$ cat src/rtl/reram_xbar_pkg.sv
// Shared types and sizing helpers for the ReRAM crossbar sequencer.
package reram_xbar_pkg;

    typedef enum logic [1:0] {
        OP_FORM  = 2'b00,
        OP_WRITE = 2'b01,
        OP_MAC   = 2'b10,
        OP_ILL   = 2'b11
    } op_e;

    typedef enum logic [3:0] {
        S_IDLE,
        S_SETUP,
        S_FORM,
        S_SET,
        S_RST,
        S_READ,
        S_SAMPLE,
        S_CAPTURE,
        S_GUARD,
        S_RESP
    } state_e;

    function automatic int max_cyc(input int a, input int b, input int c);
        int m;
        m = a;
        if (b > m) m = b;
        if (c > m) m = c;
        return m;
    endfunction

    // Index width that stays legal for a single-line array.
    function automatic int idx_w(input int n);
        return (n > 1) ? $clog2(n) : 1;
    endfunction

endpackage

$ cat src/rtl/reram_xbar_ctrl_if.sv
// Command/response channel between host glue and the crossbar sequencer.
// Both directions use valid/ready; the sequencer side is the slave modport.
interface reram_xbar_ctrl_if
    import reram_xbar_pkg::*;
#(
    parameter int N_ROWS = 8,
    parameter int N_COLS = 8,
    parameter int ADC_W  = 4
);
    localparam int RW  = idx_w(N_ROWS);
    localparam int CLW = idx_w(N_COLS);

    logic                    cmd_valid;
    logic                    cmd_ready;
    logic [1:0]              cmd_op;
    logic [RW-1:0]           cmd_row;
    logic [CLW-1:0]          cmd_col;
    logic [N_COLS-1:0]       cmd_data;
    logic [N_ROWS-1:0]       cmd_x;
    logic                    rsp_valid;
    logic                    rsp_ready;
    logic [N_COLS*ADC_W-1:0] rsp_data;
    logic                    rsp_err;

    modport master (
        output cmd_valid, cmd_op, cmd_row, cmd_col, cmd_data, cmd_x, rsp_ready,
        input  cmd_ready, rsp_valid, rsp_data, rsp_err
    );

    modport slave (
        input  cmd_valid, cmd_op, cmd_row, cmd_col, cmd_data, cmd_x, rsp_ready,
        output cmd_ready, rsp_valid, rsp_data, rsp_err
    );

endinterface

$ cat src/rtl/reram_xbar_ctrl_timer.sv
// Phase down-counter: loads the phase length on entry, saturates at zero.
// o_done flags the last cycle of the loaded phase.
module xbar_phase_timer #(
    parameter int TW = 5
) (
    input  logic          i_clk,
    input  logic          i_rst_n,
    input  logic          i_load,
    input  logic [TW-1:0] i_load_val,
    output logic          o_done
);
    logic [TW-1:0] r_cnt;

    always_ff @(posedge i_clk or negedge i_rst_n) begin
        if (!i_rst_n) begin
            r_cnt <= '0;
        end else if (i_load) begin
            r_cnt <= i_load_val;
        end else if (r_cnt != '0) begin
            r_cnt <= r_cnt - 1'b1;
        end
    end

    assign o_done = (r_cnt <= TW'(1));

endmodule

$ cat src/rtl/reram_xbar_ctrl.sv
// Sequencer for an N_ROWS x N_COLS 1T1R ReRAM crossbar: FORM / WRITE / MAC pulses and ADC capture.
// Latency FORM_CYC+3, 2*WRITE_CYC+3, READ_CYC+5 or 1 (illegal); one command in flight, response held until rsp_ready.
module reram_xbar_ctrl
    import reram_xbar_pkg::*;
#(
    parameter int N_ROWS    = 8,
    parameter int N_COLS    = 8,
    parameter int ADC_W     = 4,
    parameter int FORM_CYC  = 16,
    parameter int WRITE_CYC = 4,
    parameter int READ_CYC  = 2
) (
    input  logic                    i_clk,
    input  logic                    i_rst_n,
    reram_xbar_ctrl_if.slave        bus,
    output logic [N_ROWS-1:0]       o_wordline,
    output logic [N_COLS-1:0]       o_bitline,
    output logic [N_COLS-1:0]       o_selectline,
    output logic                    o_form,
    output logic                    o_wenable,
    output logic                    o_mac,
    output logic                    o_adc_sample,
    input  logic [N_COLS*ADC_W-1:0] i_adc_data,
    output logic                    o_busy
);
    localparam int RW  = idx_w(N_ROWS);
    localparam int CLW = idx_w(N_COLS);
    localparam int TW  = $clog2(max_cyc(FORM_CYC, 2 * WRITE_CYC, READ_CYC) + 1);
    localparam logic [N_ROWS-1:0] ROW_LSB = N_ROWS'(1);
    localparam logic [N_COLS-1:0] COL_LSB = N_COLS'(1);

    state_e                  r_state, w_state_nxt;
    op_e                     r_op, w_op;
    logic [RW-1:0]           r_row, w_row;
    logic [CLW-1:0]          r_col, w_col;
    logic [N_COLS-1:0]       r_data, w_data;
    logic [N_ROWS-1:0]       r_x, w_x;
    logic                    w_accept, w_ill;
    logic                    w_tmr_load, w_tmr_done;
    logic [TW-1:0]           w_tmr_val;
    logic [N_ROWS-1:0]       r_wl, w_wl;
    logic [N_COLS-1:0]       r_bl, w_bl, r_sl, w_sl;
    logic                    r_form, w_form, r_wen, w_wen, r_mac, w_mac, r_smp, w_smp;
    logic [N_COLS*ADC_W-1:0] r_rsp_data;
    logic                    r_rsp_err;

    assign w_accept = bus.cmd_valid && (r_state == S_IDLE);

    // Line decode looks at the command as it will be latched, so registered drives line up with the state.
    assign w_op   = w_accept ? op_e'(bus.cmd_op) : r_op;
    assign w_row  = w_accept ? bus.cmd_row       : r_row;
    assign w_col  = w_accept ? bus.cmd_col       : r_col;
    assign w_data = w_accept ? bus.cmd_data      : r_data;
    assign w_x    = w_accept ? bus.cmd_x         : r_x;

    always_comb begin
        w_ill = 1'b0;
        case (op_e'(bus.cmd_op))
            OP_FORM:  w_ill = (int'(bus.cmd_row) >= N_ROWS) || (int'(bus.cmd_col) >= N_COLS);
            OP_WRITE: w_ill = (int'(bus.cmd_row) >= N_ROWS);
            OP_MAC:   w_ill = 1'b0;
            default:  w_ill = 1'b1;
        endcase
    end

    always_comb begin
        w_state_nxt = r_state;
        case (r_state)
            S_IDLE:    if (bus.cmd_valid) w_state_nxt = w_ill ? S_RESP : S_SETUP;
            S_SETUP: begin
                case (r_op)
                    OP_FORM:  w_state_nxt = S_FORM;
                    OP_WRITE: w_state_nxt = S_SET;
                    default:  w_state_nxt = S_READ;
                endcase
            end
            S_FORM:    if (w_tmr_done) w_state_nxt = S_GUARD;
            S_SET:     if (w_tmr_done) w_state_nxt = S_RST;
            S_RST:     if (w_tmr_done) w_state_nxt = S_GUARD;
            S_READ:    if (w_tmr_done) w_state_nxt = S_SAMPLE;
            S_SAMPLE:  w_state_nxt = S_CAPTURE;
            S_CAPTURE: w_state_nxt = S_GUARD;
            S_GUARD:   w_state_nxt = S_RESP;
            S_RESP:    if (bus.rsp_ready) w_state_nxt = S_IDLE;
            default:   w_state_nxt = S_IDLE;
        endcase
    end

    always_comb begin
        w_tmr_val = '0;
        case (w_state_nxt)
            S_FORM:       w_tmr_val = TW'(FORM_CYC);
            S_SET, S_RST: w_tmr_val = TW'(WRITE_CYC);
            S_READ:       w_tmr_val = TW'(READ_CYC);
            default:      w_tmr_val = '0;
        endcase
        // SET -> RST is a state change too, so the second write phase reloads.
        w_tmr_load = (w_state_nxt != r_state) && (w_tmr_val != '0);
    end

    xbar_phase_timer #(.TW(TW)) u_timer (
        .i_clk      (i_clk),
        .i_rst_n    (i_rst_n),
        .i_load     (w_tmr_load),
        .i_load_val (w_tmr_val),
        .o_done     (w_tmr_done)
    );

    always_comb begin
        w_wl   = '0;
        w_bl   = '0;
        w_sl   = '0;
        w_form = 1'b0;
        w_wen  = 1'b0;
        w_mac  = 1'b0;
        w_smp  = 1'b0;
        case (w_state_nxt)
            S_SETUP: begin
                case (w_op)
                    OP_FORM:  begin w_wl = ROW_LSB << w_row; w_bl = COL_LSB << w_col; end
                    OP_WRITE: begin w_wl = ROW_LSB << w_row; w_bl = w_data;           end
                    OP_MAC:   begin w_wl = w_x;              w_bl = '1;               end
                    default:  ;
                endcase
            end
            S_FORM: begin
                w_wl   = ROW_LSB << w_row;
                w_bl   = COL_LSB << w_col;
                w_form = 1'b1;
            end
            S_SET: begin
                w_wl  = ROW_LSB << w_row;
                w_bl  = w_data;
                w_wen = 1'b1;
            end
            S_RST: begin
                w_wl  = ROW_LSB << w_row;
                w_sl  = ~w_data;
                w_wen = 1'b1;
            end
            S_READ, S_SAMPLE: begin
                w_wl  = w_x;
                w_bl  = '1;
                w_mac = 1'b1;
                w_smp = (w_state_nxt == S_SAMPLE);
            end
            default: ;
        endcase
    end

    always_ff @(posedge i_clk or negedge i_rst_n) begin
        if (!i_rst_n) begin
            r_state    <= S_IDLE;
            r_op       <= OP_FORM;
            r_row      <= '0;
            r_col      <= '0;
            r_data     <= '0;
            r_x        <= '0;
            r_wl       <= '0;
            r_bl       <= '0;
            r_sl       <= '0;
            r_form     <= 1'b0;
            r_wen      <= 1'b0;
            r_mac      <= 1'b0;
            r_smp      <= 1'b0;
            r_rsp_data <= '0;
            r_rsp_err  <= 1'b0;
        end else begin
            r_state <= w_state_nxt;
            r_op    <= w_op;
            r_row   <= w_row;
            r_col   <= w_col;
            r_data  <= w_data;
            r_x     <= w_x;
            r_wl    <= w_wl;
            r_bl    <= w_bl;
            r_sl    <= w_sl;
            r_form  <= w_form;
            r_wen   <= w_wen;
            r_mac   <= w_mac;
            r_smp   <= w_smp;
            if (w_accept) begin
                r_rsp_data <= '0;
                r_rsp_err  <= w_ill;
            end else if (r_state == S_CAPTURE) begin
                r_rsp_data <= i_adc_data;
            end
        end
    end

    assign bus.cmd_ready = (r_state == S_IDLE);
    assign bus.rsp_valid = (r_state == S_RESP);
    assign bus.rsp_data  = r_rsp_data;
    assign bus.rsp_err   = r_rsp_err;
    assign o_busy        = (r_state != S_IDLE);
    assign o_wordline    = r_wl;
    assign o_bitline     = r_bl;
    assign o_selectline  = r_sl;
    assign o_form        = r_form;
    assign o_wenable     = r_wen;
    assign o_mac         = r_mac;
    assign o_adc_sample  = r_smp;

endmodule
$ cat src/flat_wrapper.sv
// flat-port wrapper written by rule: the top's interface ports become plain ports
module reram_xbar_ctrl_flat import reram_xbar_pkg::*;
#(
    parameter int N_ROWS    = 8,
    parameter int N_COLS    = 8,
    parameter int ADC_W     = 4,
    parameter int FORM_CYC  = 16,
    parameter int WRITE_CYC = 4,
    parameter int READ_CYC  = 2
)
  (i_clk, i_rst_n, o_wordline, o_bitline, o_selectline, o_form, o_wenable, o_mac, o_adc_sample, i_adc_data, o_busy, bus_cmd_valid, bus_cmd_op, bus_cmd_row, bus_cmd_col, bus_cmd_data, bus_cmd_x, bus_rsp_ready, bus_cmd_ready, bus_rsp_valid, bus_rsp_data, bus_rsp_err);
  reram_xbar_ctrl_if #(.N_ROWS(N_ROWS), .N_COLS(N_COLS), .ADC_W(ADC_W)) bus_i ();
  input  logic i_clk;
  input  logic i_rst_n;
  output logic [N_ROWS-1:0] o_wordline;
  output logic [N_COLS-1:0] o_bitline;
  output logic [N_COLS-1:0] o_selectline;
  output logic o_form;
  output logic o_wenable;
  output logic o_mac;
  output logic o_adc_sample;
  input  logic [N_COLS*ADC_W-1:0] i_adc_data;
  output logic o_busy;
  input wire logic [$bits(bus_i.cmd_valid)-1:0] bus_cmd_valid;
  input wire logic [$bits(bus_i.cmd_op)-1:0] bus_cmd_op;
  input wire logic [$bits(bus_i.cmd_row)-1:0] bus_cmd_row;
  input wire logic [$bits(bus_i.cmd_col)-1:0] bus_cmd_col;
  input wire logic [$bits(bus_i.cmd_data)-1:0] bus_cmd_data;
  input wire logic [$bits(bus_i.cmd_x)-1:0] bus_cmd_x;
  input wire logic [$bits(bus_i.rsp_ready)-1:0] bus_rsp_ready;
  output wire logic [$bits(bus_i.cmd_ready)-1:0] bus_cmd_ready;
  output wire logic [$bits(bus_i.rsp_valid)-1:0] bus_rsp_valid;
  output wire logic [$bits(bus_i.rsp_data)-1:0] bus_rsp_data;
  output wire logic [$bits(bus_i.rsp_err)-1:0] bus_rsp_err;
  assign bus_i.cmd_valid = bus_cmd_valid;
  assign bus_i.cmd_op = bus_cmd_op;
  assign bus_i.cmd_row = bus_cmd_row;
  assign bus_i.cmd_col = bus_cmd_col;
  assign bus_i.cmd_data = bus_cmd_data;
  assign bus_i.cmd_x = bus_cmd_x;
  assign bus_i.rsp_ready = bus_rsp_ready;
  assign bus_cmd_ready = bus_i.cmd_ready;
  assign bus_rsp_valid = bus_i.rsp_valid;
  assign bus_rsp_data = bus_i.rsp_data;
  assign bus_rsp_err = bus_i.rsp_err;
  reram_xbar_ctrl #(.N_ROWS(N_ROWS), .N_COLS(N_COLS), .ADC_W(ADC_W), .FORM_CYC(FORM_CYC), .WRITE_CYC(WRITE_CYC), .READ_CYC(READ_CYC)) u_core (.i_clk(i_clk), .i_rst_n(i_rst_n), .bus(bus_i), .o_wordline(o_wordline), .o_bitline(o_bitline), .o_selectline(o_selectline), .o_form(o_form), .o_wenable(o_wenable), .o_mac(o_mac), .o_adc_sample(o_adc_sample), .i_adc_data(i_adc_data), .o_busy(o_busy));
endmodule
$ cat config.mk
export PLATFORM = sky130hd
export DESIGN_NAME = reram_xbar_ctrl_flat
export DESIGN_NICKNAME = d
export VERILOG_FILES = /design/src/rtl/reram_xbar_pkg.sv /design/src/rtl/reram_xbar_ctrl_if.sv /design/src/rtl/reram_xbar_ctrl_timer.sv /design/src/rtl/reram_xbar_ctrl.sv /design/src/flat_wrapper.sv
export SDC_FILE = /design/constraint.sdc
export NUM_CORES = 1
export LEC_CHECK = 0
export CAP_MARGIN = 15
export CORE_MARGIN = 1.5
export CORE_UTILIZATION = 45
export CTS_CLUSTER_SIZE = 25
export DETAILED_ROUTE_END_ITERATION = 7
export PLACE_DENSITY = 0.77
export SLEW_MARGIN = 20
export SYNTH_ARGS = -nofsm -noshare
export SYNTH_HDL_FRONTEND = slang
export SYNTH_HIERARCHICAL = 1
export SYNTH_SLANG_ARGS = --single-unit
export TNS_END_PERCENT = 20
$ cat constraint.sdc
create_clock -name i_clk -period 2.8 [get_ports i_clk]
set_clock_uncertainty 0.05 [all_clocks]
set_input_delay 0.42 -clock i_clk [delete_from_list [all_inputs] [get_ports i_clk]]
set_output_delay 0.42 -clock i_clk [all_outputs]
set_load 0.01 [all_outputs]
After elaboration in Yosys (flattened, before gate mapping)
Cells that the tools add are included.

Word-level logic and storage cells: 87. Input bits: 60. Flip-flop bits (word level): 94. Output and inout bits: 64.

Reduce and logical (&&, ||, !) cells: 17. Equality and inequality tests: 21. Bitwise operators: 1. $lt $le $gt $ge: 1. Shift-type cells: 2. Muxes and demuxes: 28. Add/sub/neg operators: 1.

Operators with widths (count): two-way mux 32 bit (2); case mux 8 bit (3 select lines) (2); case mux 4 bit (9 select lines) (1); case mux 8 bit (4 select lines) (1); == test 4 x 3 -> 1 bit (second input constant) (7); two-way mux 4 bit (6); two-way mux 8 bit (3); == test 4 x 2 -> 1 bit (second input constant) (4); case mux 8 bit (2 select lines) (1); left shift 1 x 3 -> 8 bit (first input constant) (2); case mux 5 bit (3 select lines) (1); two-way mux 5 bit (2); nonzero test 5 bit (2); == test 4 x 1 -> 1 bit (second input constant) (2); == test 4 bit (second input constant) (2); inverter 8 bit (1); OR reduction 2 bit (4); == test 2 x 1 -> 1 bit (second input constant) (3); logical NOT 2 bit (3); two-way mux 3 bit (2); case mux 3 bit (2 select lines) (1); OR reduction 3 bit (2); less-or-equal comparator 5 x 1 -> 1 bit (second input constant) (1); two-way mux 1 bit (5); 8 further kinds (11).

Logic depth before layout (Yosys ltp)
Word-level depth: 11. Gate-level depth with buffers: 13. Mapped depth without buffers: 12.

Modules after synthesis
The synthesis kept the hierarchy.

By module, submodules not included: reram_xbar_ctrl (area each 4524.3 um^2, sequential area each 2227.1 um^2, instances 1, cells each 503); xbar_phase_timer (area each 306.5 um^2, sequential area each 125.1 um^2, instances 1, cells each 32).

Worst setup path before layout
OpenSTA, ideal clock, no wires.

Kind: register -> register. Start point: register u_core.u_timer.r_cnt[1]. End point: register u_core.r_wl[1], in the netlist u_core/o_wordline[1]. Setup slack: -0.173 ns. Buffers on the path: 0. Clock period less this slack: 2.973 ns. Data required time: 2.624 ns. Setup time: 0.126 ns. Cell stages (with the launch flop): 11. Arrival time: 2.797 ns. Path through: dfrtp_1 inv_1 ha_1 a21oi_1 nor4_1 and2b_1 o311ai_2 o211ai_2 a31oi_4 o21ai_2 a221o_1.

Cells in the longest elaborated chain, start to end: 6. Elaborated cells on any way between the ends: 14. Classes of those cells: 1 x order compare; 6 x eq/ne; 5 x mux; 2 x reduce/logical.

RTL lines: start, declared (line reram_xbar_ctrl_timer.sv:12) `logic [TW-1:0] r_cnt;`; start signal, assigned (line reram_xbar_ctrl_timer.sv:18) `r_cnt <= i_load_val;`; start signal, assigned (line reram_xbar_ctrl_timer.sv:20) `r_cnt <= r_cnt - 1'b1;`; less-or-equal comparator 5 x 1 -> 1 bit (*) (line reram_xbar_ctrl_timer.sv:24) `assign o_done = (r_cnt <= TW'(1));`; named net u_core.w_tmr_done (line reram_xbar_ctrl.sv:39) `logic w_tmr_load, w_tmr_done;`; two-way mux 4 bit (on tied branches); case mux 4 bit (9 select lines) (*) (line reram_xbar_ctrl.sv:68) `case (r_state)`; == test 4 x 2 -> 1 bit or == test 4 x 3 -> 1 bit (tied branches) (line reram_xbar_ctrl.sv:117) `case (w_state_nxt)`; OR reduction 3 bit (no source line) or OR reduction 2 bit (tied branches); case mux 8 bit (3 select lines) (*) (line reram_xbar_ctrl.sv:117); named net u_core.w_wl[1] (line reram_xbar_ctrl.sv:41) `logic [N_ROWS-1:0] r_wl, w_wl;`; end signal, assigned (line reram_xbar_ctrl.sv:175) `r_wl <= w_wl;`; end, declared (line reram_xbar_ctrl.sv:41).

Mark *: on every way through the listed nets, which the timed path passes. The rest lies on a longest branch. A chain may end at the register's enable or synchronous reset.

Final worst setup path
Ends and elaborated chain as after synthesis.

==> impl_metrics.ini <==
[outcome]
status = completed

[timing]
rsz0062_at_grt = true
relSlewSlack_pct = 60.9
final_hold_viol_count = 0
setup_viol = 0
post-route-period-util_pct = 99.1
hold_ws_ns = 0.429
min_period_ns = 2.78
clock.fmax_mhz = 360
worst_slew_pin_slew_ns = 0.586
slew_viol_final = 0
final.setup.tns_ns = 0

[synthesis]
synth-async-reset-ratio_pct = 100
synth_commonest_cells = nand2_1 (128), dfrtp_1 (94), a21oi_1 (48)
synth.distinct_cells = 61
seq_area_frac_synth_pct = 48.7
synth_top_area_share_pct = 48.7
synth_mux_area_share_pct = 2.72
yosys.area.top_type = dfrtp_1
synth_compound_area_share_pct = 19.3
yosys_warnings = 6
synth_area_per_cell_um2 = 9.03
ys.flop_type = dfrtp_1
synth-xor-area-share_pct = 0.181
synth_edf_count = 0
synthTopCellsByArea = dfrtp_1 (49%), nand2_1 (9.9%), a21oi_1 (5.0%), o21ai_0 (2.3%), a211oi_1 (2.0%)
synth.most_common_cell = nand2_1
synth_top_family_by_area = simple AND/OR/NAND/NOR gates
synthAdderAreaFrac_pct = 0.518
netlist_instances = 535
ys_ff_latch = 94
syn_area_um2 = 4830
synth_simple_gate_area_share_pct = 23.2

[clock_network]
cts_made_buffers = 9
htreeDepth = 3
clk_path_buf_depth = 2
clk_pin_slew_ns = 0.09
clk_latency_ns = 0.36
cts_tree = yes
cts-root-buf = clkbuf_8
clock_sinks = 94

[global_route]
grt_util_all_layers_pct = 23.3
antenna_found_initial = 0
grt_max_degree = 55
grt_pass1_vias = 4478
overflow = 0
grt_first_pass_wirelength_mm = 21.3

[cells_and_area]
drive_gt1_share_pct = 11.8
fillers = 871
fin_nets = 728
syn_to_final_growth_pct = 37.0
final_design_area_no_fill_um2 = 6620
diodes = 0

[drt]
wire_per_inst_um = 15.7
via_per_inst = 5.51
first_iter_violations = 236
ant_nets = 0
dr.pass1.iters = 4
drc = 0
drt-total-wl_mm = 12.7
via_count = 4441

[worst_setup_path]
cp.required_ns = 3.00
worst_path_max_delay_cell = dfrtp_1
setup.worst_path.class = reg2reg
crit_path_cell_trace = inv_2 -> ha_1 -> a21oi_1 -> nor4_4 -> buf_4 -> nand3b_2 -> and3_1 -> or3_4 -> a31oi_4 -> o21ai_4 -> a221o_1
cp_max_fo = 7
max_stage_delay_ns = 0.42
path_delay_family = simple AND/OR/NAND/NOR gates
cp-end-kind = register
startpoint_type = register
arrival_ns = 2.98
rrSetupSlack_ns = 0.02
crit_buf_inv = 2

[pwr]
p_leak_nw = 2.86
ir_drop_v = 0.000538
p_int_w = 0.00451
seqPwrFrac_pct = 30.6
combPwrFrac_pct = 58.0
p_per_area_nw_per_um2 = 1160
power_w = 0.00765
p_sw_w = 0.00314
p_sw_share_pct = 41.0
clockPowerShare_pct = 11.4

[placed_design]
post_dp_cell_area_um2 = 6320
place.gp.congestion = 0.907
port_buffers = 123
dp_hpwl_mm = 9.04

[hold_path]
holdCritPathClass = reg2reg

[floorplan]
io_pins = 124
core_area_um2 = 10400
dieArea_um2 = 11400
die_y_um = 107
die_w_um = 107
rows = 37
initial_core_util_pct = 46.6

[run]
maxCapViolCount = 0
-- kinds of logic (layout without fill, tap and decap cells) --
logic type      count (synthesis)  after routing
simple gates                  232            232
compound gates                136            136
flops                          94             94
buf+inv                        57            191
mux                            12             12
fa+ha+maj                       2              2
other cells                     1              2
xor+xnor                        1              1
-- repair_timing --
item / 4_1_cts / 5_1_grt
pin swaps: 1 / 12
gates resized for setup: 2 / 16
hold buffers: 1 / 0
endpoints found under the setup margin: 13 / 20
hold endpoints to repair: 16 / 0
setup buffers: 0 / 4
-- cell type report --
cell class	instances	area, um2	share of cell area [%]
clock inverters	5	60.1	0.908
well taps	136	170	2.57
inverters	19	71.3	1.08
flip-flops and latches	94	2350	35.6
multi-input cells	385	2280	34.5
repair buffers	157	1550	23.4
clock buffers	10	128	1.93
-- per-layer routing --
layer  GRT usage (%)  up-vias  part of all wire (%)
met2            37.6      184                    48
met5               0        -                     0
met1            31.0     2101                    43
met4            8.48        0                   2.2
li1                -     2126                     -
met3            4.80       30                   6.6
-- worst paths after layout --
check	from	cells past startpoint	to
setup reg to reg	u_core/u_timer/r_cnt[1]$_DFFE_PN0P_	11	u_core/o_wordline[1]$_DFF_PN0_
hold / removal	u_core/r_x[2]$_DFF_PN0_	2	u_core/r_x[2]$_DFF_PN0_
max in group asynchronous	i_rst_n	3	u_core/r_state[0]$_DFF_PN0_
hold reg to reg	u_core/r_x[2]$_DFF_PN0_	2	u_core/r_x[2]$_DFF_PN0_
setup / recovery	u_core/u_timer/r_cnt[1]$_DFFE_PN0P_	11	u_core/o_wordline[1]$_DFF_PN0_
min in group asynchronous	i_rst_n	2	u_core/bus.rsp_data[10]$_DFFE_PN0P_
-- worst reg2reg max path, delay by kind of cell (launching register included) --
family                     cells  cell delay (ns)
DFF                            1             0.42
adders and majority gates      1             0.14
AOI/OAI and AO/OA              4             0.78
and+or+nand+nor                4             0.98
buffers and inverters          2             0.29
-- registers in the layout (all words and copies together) (netlist names) --
name                  count
u_core/o_wenable          1
u_core/o_wordline         8
u_core/r_x                8
u_core/r_col              3
u_core/bus.rsp_err        1
u_core/o_mac              1
u_core/r_row              3
u_core/u_timer/r_cnt      5
u_core/o_adc_sample       1
u_core/o_selectline       8
u_core/r_state            4
u_core/o_form             1
u_core/r_op               2
u_core/r_data             8
u_core/o_bitline          8
u_core/bus.rsp_data      32
-- power groups by stage --
stage	registers [W]	logic, W	clock network, W
2_1_floorplan	0.00247	0.00236	0
3_3_place_gp	0.00233	0.00413	0
3_5_place_dp	0.00236	0.00421	0
4_1_cts	0.00234	0.00425	0.000902
5_1_grt	0.00242	0.00485	0.000962
6_report	0.00234	0.00444	0.000876
-- metrics by stage --
| stage | instances | util [%] | setup slack (ns) |
|---|---|---|---|
| 6_report | 806 | 63.8 | 0.0249 |
| 3_5_place_dp | 786 | 61.0 | -0.123 |
| 2_1_floorplan | 536 | - | 0.0795 |
| 3_3_place_gp | 786 | 61.0 | 0.0191 |
| 4_1_cts | 802 | 63.0 | 0.0192 |
| 5_1_grt | 806 | 63.8 | -0.0889 |
-- placed cells by master, fill, tap and decap left out, drive strengths merged, types with 13 or more instances in the layout --
cell type	netlist	layout
nand2	128	128
clkdlybuf4s50	0	122
dfrtp	94	94
a21oi	48	48
buf	18	34
o21ai	24	24
nor2	22	22
inv	19	20
nor3	19	19
a211oi	13	13
nand3	13	13
No activity file was read; power rests on OpenSTA's default activity.
